File: config.mk
export PLATFORM = sky130hd
export DESIGN_NAME = ddf_expand
export DESIGN_NICKNAME = d
export VERILOG_FILES = /design/src/rtl/ddf_pkg.sv /design/src/rtl/ddf_prio_arb.sv /design/src/rtl/ddf_expand.sv
export SDC_FILE = /design/constraint.sdc
export NUM_CORES = 1
export LEC_CHECK = 0
export ABC_CLOCK_PERIOD_IN_PS = 3000
export CORE_ASPECT_RATIO = 1.75
export CORE_MARGIN = 4
export CORE_UTILIZATION = 53
export DETAILED_ROUTE_END_ITERATION = 16
export PLACE_DENSITY = 0.93
export SYNTH_ARGS = -nofsm -noshare
export SYNTH_HDL_FRONTEND = slang
export SYNTH_SLANG_ARGS = --single-unit
export TNS_END_PERCENT = 1
File: constraint.sdc
create_clock -name clk -period 3 [get_ports clk]
set_input_delay 0.45 -clock clk [delete_from_list [all_inputs] [get_ports clk]]
set_output_delay 0.45 -clock clk [all_outputs]
set_load 0.02 [all_outputs]
File: src/rtl/ddf_pkg.sv
// Shared types and helpers for the ddf reducer/expander actor family.
package ddf_pkg;

    typedef enum logic {
        PICK = 1'b0,
        EMIT = 1'b1
    } ddf_state_e;

    // Tag width is never allowed to collapse to zero bits.
    function automatic int unsigned tag_width(input int unsigned flux);
        return (flux > 1) ? $clog2(flux) : 1;
    endfunction

    function automatic int unsigned tok_width(input int unsigned data_w, input int unsigned flux);
        return data_w + tag_width(flux);
    endfunction

    // Flat position of port p of flux f in the per-port FIFO vectors.
    function automatic int unsigned idx(input int unsigned p, input int unsigned f,
                                        input int unsigned ports);
        return p + f * ports;
    endfunction

endpackage

File: src/rtl/ddf_prio_arb.sv
// Fixed-priority picker: the lowest eligible index wins, reported one-hot and binary.
module ddf_prio_arb
    import ddf_pkg::*;
#(
    parameter  int unsigned N  = 2,
    localparam int unsigned TW = tag_width(N)
) (
    input  logic [N-1:0]  elig_i,
    output logic [N-1:0]  grant_o,
    output logic [TW-1:0] tag_o,
    output logic          valid_o
);

    always_comb begin
        grant_o = '0;
        tag_o   = '0;
        valid_o = 1'b0;
        for (int i = 0; i < N; i++) begin
            if (elig_i[i] && !valid_o) begin
                grant_o[i] = 1'b1;
                tag_o      = TW'(i);
                valid_o    = 1'b1;
            end
        end
    end

endmodule

File: src/rtl/ddf_expand.sv
// Multi-flux expander: re-emits each tagged token N times on all ports of its flux.
// Optional build macro DDF_EXPAND_BYPASS_EN writes the first copy in the pick cycle.
module ddf_expand
    import ddf_pkg::*;
#(
    parameter  int unsigned DATA_WIDTH = 8,
    parameter  int unsigned FLUX       = 2,
    parameter  int unsigned PORTS      = 2,
    localparam int unsigned TAG_WIDTH  = tag_width(FLUX),
    localparam int unsigned WIDTH      = DATA_WIDTH + TAG_WIDTH
) (
    input  logic                   clk,
    input  logic                   rst,
    input  logic [WIDTH-1:0]       rd_dout_i,
    input  logic                   rd_empty_i,
    output logic                   rd_read_o,
    input  logic [WIDTH-1:0]       nda_dout_i,
    input  logic [FLUX-1:0]        nda_empty_i,
    output logic [FLUX-1:0]        nda_read_o,
    output logic [WIDTH*PORTS-1:0] wr_din_o,
    input  logic [PORTS*FLUX-1:0]  wr_full_i,
    output logic [PORTS*FLUX-1:0]  wr_write_o
);

    ddf_state_e            state_q [FLUX];
    ddf_state_e            state_d [FLUX];
    logic [DATA_WIDTH-1:0] cnt_q   [FLUX];
    logic [DATA_WIDTH-1:0] cnt_d   [FLUX];
    logic [DATA_WIDTH-1:0] hold_q  [FLUX];
    logic [DATA_WIDTH-1:0] hold_d  [FLUX];

    logic [TAG_WIDTH-1:0]  head_tag;
    logic [DATA_WIDTH-1:0] head_data;
    logic [DATA_WIDTH-1:0] n_adj;
    logic                  head_bad;
    logic                  nda_hi_unused;
    logic [FLUX-1:0]       port_free;
    logic [FLUX-1:0]       elig;
    logic [FLUX-1:0]       grant;
    logic [TAG_WIDTH-1:0]  win_tag;
    logic                  win_valid;
    logic [DATA_WIDTH-1:0] din_val;

    assign head_tag      = rd_dout_i[WIDTH-1 -: TAG_WIDTH];
    assign head_data     = rd_dout_i[DATA_WIDTH-1:0];
    assign head_bad      = 32'(head_tag) >= FLUX;
    assign nda_hi_unused = ^nda_dout_i[WIDTH-1:DATA_WIDTH];
    // A zero repeat count still produces one copy.
    assign n_adj = (nda_dout_i[DATA_WIDTH-1:0] == '0) ? DATA_WIDTH'(1)
                                                       : nda_dout_i[DATA_WIDTH-1:0];

    always_comb begin
        port_free = '0;
        elig      = '0;
        for (int f = 0; f < FLUX; f++) begin
            port_free[f] = ~|wr_full_i[idx(0, f, PORTS) +: PORTS];
            if (state_q[f] == PICK)
                elig[f] = !rd_empty_i && (head_tag == TAG_WIDTH'(f)) && !nda_empty_i[f];
            else
                elig[f] = port_free[f];
        end
    end

    ddf_prio_arb #(
        .N (FLUX)
    ) u_arb (
        .elig_i  (elig),
        .grant_o (grant),
        .tag_o   (win_tag),
        .valid_o (win_valid)
    );

    // Service the single winning flux; everything else holds.
    always_comb begin
        state_d    = state_q;
        cnt_d      = cnt_q;
        hold_d     = hold_q;
        rd_read_o  = 1'b0;
        nda_read_o = '0;
        wr_write_o = '0;
        din_val    = hold_q[0];
        for (int f = 0; f < FLUX; f++) begin
            if (win_tag == TAG_WIDTH'(f))
                din_val = hold_q[f];
        end
        for (int f = 0; f < FLUX; f++) begin
            if (grant[f]) begin
                if (state_q[f] == PICK) begin
                    rd_read_o     = 1'b1;
                    nda_read_o[f] = 1'b1;
                    hold_d[f]     = head_data;
`ifdef DDF_EXPAND_BYPASS_EN
                    if (port_free[f]) begin
                        wr_write_o[idx(0, f, PORTS) +: PORTS] = '1;
                        din_val    = head_data;
                        cnt_d[f]   = n_adj - DATA_WIDTH'(1);
                        state_d[f] = (n_adj == DATA_WIDTH'(1)) ? PICK : EMIT;
                    end else begin
                        cnt_d[f]   = n_adj;
                        state_d[f] = EMIT;
                    end
`else
                    cnt_d[f]   = n_adj;
                    state_d[f] = EMIT;
`endif
                end else begin
                    wr_write_o[idx(0, f, PORTS) +: PORTS] = '1;
                    cnt_d[f] = cnt_q[f] - DATA_WIDTH'(1);
                    if (cnt_q[f] == DATA_WIDTH'(1))
                        state_d[f] = PICK;
                end
            end
        end
        // Out-of-range tags are discarded only when nobody else wants the cycle.
        if (!win_valid && !rd_empty_i && head_bad)
            rd_read_o = 1'b1;
        if (rst) begin
            rd_read_o  = 1'b0;
            nda_read_o = '0;
            wr_write_o = '0;
        end
    end

    assign wr_din_o = {PORTS{win_tag, din_val}};

    always_ff @(posedge clk) begin
        if (rst) begin
            for (int f = 0; f < FLUX; f++) begin
                state_q[f] <= PICK;
                cnt_q[f]   <= '0;
                hold_q[f]  <= '0;
            end
        end else begin
            state_q <= state_d;
            cnt_q   <= cnt_d;
            hold_q  <= hold_d;
        end
    end

endmodule

# After elaboration in Yosys (flattened, before gate mapping)
# Index checks and enable logic that the tools add are counted.
dict set report classes {
  add_sub_neg 2
  mul 0
  n_div 0
  n_lt_le_gt_ge 0
  eq_ne 2
  shifts 0
  n_mux 25
  bitwise_logic 3
  reduce_logical 16
}
# operator n
set ops {}
lappend ops {{2-to-1 mux 8 bit} 4}
lappend ops {{== test 8 x 1 -> 1 bit (second input constant)} 2}
lappend ops {{subtractor 8 x 1 -> 8 bit (second input constant)} 2}
lappend ops {{2-to-1 mux 1 bit} 15}
lappend ops {{2-to-1 mux 2 bit} 5}
lappend ops {{zero test 8 bit} 1}
lappend ops {{zero test 1 bit} 6}
lappend ops {{logical AND 1 bit} 5}
lappend ops {{2-to-1 mux 4 bit} 1}
lappend ops {{AND reduction 2 bit} 2}
lappend ops {{OR reduction 2 bit} 2}
lappend ops {{NOT 1 bit} 3}
dict set report word_totals {
  regBits 34
  latch_bits 0
  ram_bits 0
  romBits 0
  input_bits 27
  mem_count 0
}

# Depth between registers and ports, before layout
dict set report depth {
  word_depth 10
  mapped_depth 8
}

# Modules after synthesis
# From an unflattened synthesis, not the netlist that was laid out.
dict set report hier_totals {
  hier_cells 254
  hier_area_um2 1994.4
}
# module instances cells_each area_per_inst_um2 seq_area_each_um2
set by_module_without_submodules {}
lappend by_module_without_submodules {ddf_expand 1 250 1966.9 680.7}
lappend by_module_without_submodules {ddf_prio_arb 1 4 27.5 0.0}

# Least setup slack after synthesis
# No wires, ideal clock.
dict set report synth_timing {
  kind {input to output}
  startpoint {in rd_empty_i}
  endpoint {out wr_write_o[3]}
  arrival_time_ns 2.028
  slack_ns 0.522
  stages 6
  n_path_buf 3
  cell_sequence {nor4b_4 > o211ai_2 > buf_6 > buf_2 > nor3b_1 > buf_4}
}
dict set report synth_via {
  elab_chain_cells 10
}
# item line
set synth_rtl {}
lappend synth_rtl {{start, declared} ddf_expand.sv:15} ;# input logic rd_empty_i,
lappend synth_rtl {{zero test 1 bit *} -}
lappend synth_rtl {{logical AND 1 bit (2 in a row)} ddf_expand.sv:58} ;# elig[f] = !rd_empty_i && (head_tag == TAG_WIDTH'(f)) && !nda_empty_i[f];
lappend synth_rtl {{2-to-1 mux 1 bit} ddf_expand.sv:57} ;# if (state_q[f] == PICK)
lappend synth_rtl {{2-to-1 mux 1 bit} ddf_prio_arb.sv:19} ;# if (elig_i[i] && !valid_o) begin
lappend synth_rtl {{zero test 1 bit} ddf_prio_arb.sv:19}
lappend synth_rtl {{logical AND 1 bit *} ddf_prio_arb.sv:19}
lappend synth_rtl {{2-to-1 mux 1 bit *} ddf_prio_arb.sv:19}
lappend synth_rtl {{2-to-1 mux 2 bit *} ddf_expand.sv:87} ;# if (grant[f]) begin
lappend synth_rtl {{2-to-1 mux 4 bit *} ddf_expand.sv:117} ;# if (rst) begin
lappend synth_rtl {{end, declared} ddf_expand.sv:22} ;# output logic [PORTS*FLUX-1:0] wr_write_o
# Mark *: on every way between the ends. The rest lies on a longest branch, timed or not.

# Final worst setup path
dict set report layout_timing {
  startpoint {in rd_empty_i}
  endpoint {out nda_read_o[0]}
}
dict set report layout_via {
  elab_chain_cells 7
}
# item line
set layout_rtl {}
lappend layout_rtl {{zero test 1 bit} -}
lappend layout_rtl {{logical AND 1 bit (2 in a row)} ddf_expand.sv:58}
lappend layout_rtl {{2-to-1 mux 1 bit} ddf_expand.sv:57}
lappend layout_rtl {{2-to-1 mux 1 bit} ddf_prio_arb.sv:19}
lappend layout_rtl {{2-to-1 mux 1 bit} ddf_expand.sv:87}
lappend layout_rtl {{2-to-1 mux 2 bit} ddf_expand.sv:117}
lappend layout_rtl {{end, declared} ddf_expand.sv:19} ;# output logic [FLUX-1:0] nda_read_o,
# No other way between the ends.

==> out/results.ini <==
[logic_synthesis]
synthDistinctLibCells=53
dominantRegCellSynth=sky130_fd_sc_hd__dfxtp_1
number_of_enable_flip_flop_cells_after_synthesis=0
synth_top_area_share_pct=33.37
postSynthRegisterBits=34
synthTopCellsByArea=sky130_fd_sc_hd__dfxtp_1 33%, sky130_fd_sc_hd__nand2_1 12%, sky130_fd_sc_hd__a21oi_1 6.4%
yosys_warnings=0
async_reset_ff_share_pct=0
synthTopCellsByCount=63 x sky130_fd_sc_hd__nand2_1, 34 x sky130_fd_sc_hd__dfxtp_1, 26 x sky130_fd_sc_hd__a21oi_1
post_synth_inst_count=261
netlist_area_sq_um=2039
mappedNetlistNets=292
synth.largest_area_cell=sky130_fd_sc_hd__dfxtp_1
ys_seq_area_share_pct=33.37
post-synth-top-count-cell=sky130_fd_sc_hd__nand2_1
synthesis.area_per_instance_sq_um=7.814

[timing]
final-setup-viol-count=0
max_slew_violation_total_from_the_final_report=0
grt_setup_unrepaired=false
period_needed_ns=2.874
layout_worst_path_cycle_share_pct=95.80
hold_viol_final=0
layout_setup_ws_ns=0.1259
fmax_mhz=347.9
timing.slew.headroom_pct=44.12
largest_clock_skew_in_the_final_design_ns=0.004343
worst_margin_slew_ns=0.8306

[global_routing]
grt_pass1_vias=2041
total_routing_resource_utilization_after_global_routing_pct=24.00
grt.busiest_layer=met2
grt_util_met3_pct=4.636
largest_net_degree_at_the_start_of_global_routing=25
antenna_violations_before_repair=0
grt.overflow.total=0
grt.met1_usage_pct=25.13
globalRouteMet2Util_pct=42.09
grt_pass1_wl_mm=9.114

[setup_path]
rrSetupSlack_ns=0.87
cp_common_cell=sky130_fd_sc_hd__clkdlybuf4s50_1
worst-endpoint-arrival_ns=2.42
critical_path_class=input pin to output port
reg2reg_from=state_q[0]$_SDFFE_PP0N_
timing.critical_path.slowest_cell_delay_ns=0.61
crit_path_start_kind=input pin
crit_required_ns=2.55
reg2reg_depth=6
crit_path_end_kind=output port
crit_path_cell_trace=clkdlybuf4s50_1 > or4_4 > buf_4 > nor2_1 > clkdlybuf4s50_1
worstReg2RegEnd=cnt_q[4]$_SDFFE_PP0N_
cp_max_fo=12
timing.critical_path.slowest_stage_cell=sky130_fd_sc_hd__clkdlybuf4s50_1

[power_and_ir_drop]
pwr_density_cell_nw_per_um2=430.7
max_ir_drop_vdd_v=0.0003457
power_leakage_uw=0.001102
post-layout-total-power_uw=1152

[cts]
clock_sinks=34
cts.path.max_buffers=2
tritoncts=yes
clk-insertion-delay-late_ns=0.29
cts.reportedPaths.clkPinSlew_ns=0.07
clock_tree.htree_level_count=2
postCtsSetupRepairBufs=0
cts.root.buffer_cell=sky130_fd_sc_hd__clkbuf_8
numCtsBuffers=5

[drt]
routed-via-count=2118
drt_iter0_markers=112
postRouteWirelength_mm=5.618
route.detailed.vias_per_inst=5.949
firstDrtPassIters=5
wire_per_inst_um=15.78
detail-route-antenna-nets=0
drc_errors=0

[floorplan]
die_area_sq_um=4943
die_h_um=90.06
floorplan.core_area_sq_um=3665
io_pins=52
die_width_um=54.89
core.rowCount=29
initial_core_util_pct=55.65

[layout]
nNetsFinal=341
post_route_cells_drive_above_1_share_pct=13.23
finalNonFillerCells=356
areaGrowthSynthToFinish_pct=31.17
n_antenna_cell=0
final_instance_area_sq_um=2675

[flow_run]
maxCapViolCount=0

[status]
run_status=finished clean

[placement]
dp_worst_setup_slack_ns=-0.06554
count_of_placed_standard_cells_including_taps=349
placement.cell_area_sq_um=2579
placement.io_buffers=50
place_congestion=0.9281
post-dp-hpwl_mm=4.036

[hold_path]
hold_end=hold_q[10]$_SDFFE_PP0P_
worst_hold_path_type=flip-flop to flip-flop
hold_path.startpoint=hold_q[10]$_SDFFE_PP0P_
worstHoldPathCells=2

[layer usage]
layer / part of all wire, % / vias to the layer above / routed length [um]
li1: - / 1011 / -
met3: 6.4 / 16 / 362
met5: 0 / - / 0
met2: 56 / 112 / 3132
met1: 35 / 979 / 1978
met4: 2.6 / 0 / 144
[worst max-delay path: cells and delay by family]
family,cells,cell delay [ns]
buffers and inverters,3,1.31
and+or+nand+nor,2,0.67
[repair_timing]
| item | 4_1_cts | 5_1_grt |
|---|---|---|
| gates resized for setup | 17 | 2 |
| endpoints found under the setup margin | 17 | 2 |
| hold buffers | 0 | 0 |
[cell usage in the layout (no fill, tap or decap), drive strengths merged, types with 4 or more instances in the layout]
cell	netlist	final
a21oi	26	26
a31oi	5	5
buf	18	20
clkbuf	10	6
clkdlybuf4s50	0	31
dfxtp	34	34
dlygate4sd2	0	17
ha	4	4
inv	8	8
nand2	63	63
nor2	14	14
nor3	5	5
nor3b	5	5
nor4	4	4
o21ai	13	13
or4b	4	4
[report_power, final]
group	internal [uW]	switching [uW]
logic	107	124
registers	471	19.8
clock network	266	165
total	843	309
[how the worst max path moves through the flow]
stage	startpoint	end
5_1_grt	rd_empty_i	nda_read_o[1]
6_report	rd_empty_i	nda_read_o[0]
3_3_place_gp	rd_empty_i	rd_read_o
3_5_place_dp	rd_empty_i	rd_read_o
4_1_cts	rd_empty_i	wr_write_o[3]
2_1_floorplan	rd_empty_i	wr_write_o[3]
[flip-flops by register name, summed over array words and instances, names as in the netlist]
register,flops
cnt_q,16
state_q,2
hold_q,16
[metrics by stage]
stage | utilization, % | hold slack [ns] | setup TNS [ns]
after floorplan | - | 0.4366 | 0
after global placement | 70.37 | 0.4425 | -0.01901
after detailed placement | 70.37 | 0.4481 | -0.4623
after CTS | 72.86 | 0.4572 | 0
after global routing | 72.99 | 0.4764 | 0
final | 72.99 | 0.4560 | 0
[cells by family after synthesis]
kind of cell               count (synthesis)  share of synthesized area [%]
and+or+nand+nor                          116                          30.98
AOI/OAI and AO/OA                         70                          22.33
buffers and inverters                     36                          10.37
DFF                                       34                          33.37
adders and majority gates                  4                          2.454
muxes                                      1                         0.4908
[layout make-up]
type / count / area [sq um]
Multi-Input combinational cell: 191 / 1147
Fill cell: 292 / 989.7
Sequential cell: 34 / 680.7
Timing Repair Buffer: 70 / 646.9
Clock buffer: 6 / 82.58
Tap cell: 46 / 57.56
Clock inverter: 1 / 30.03
Inverter: 8 / 30.03
Power figures use the tool's default switching activity.
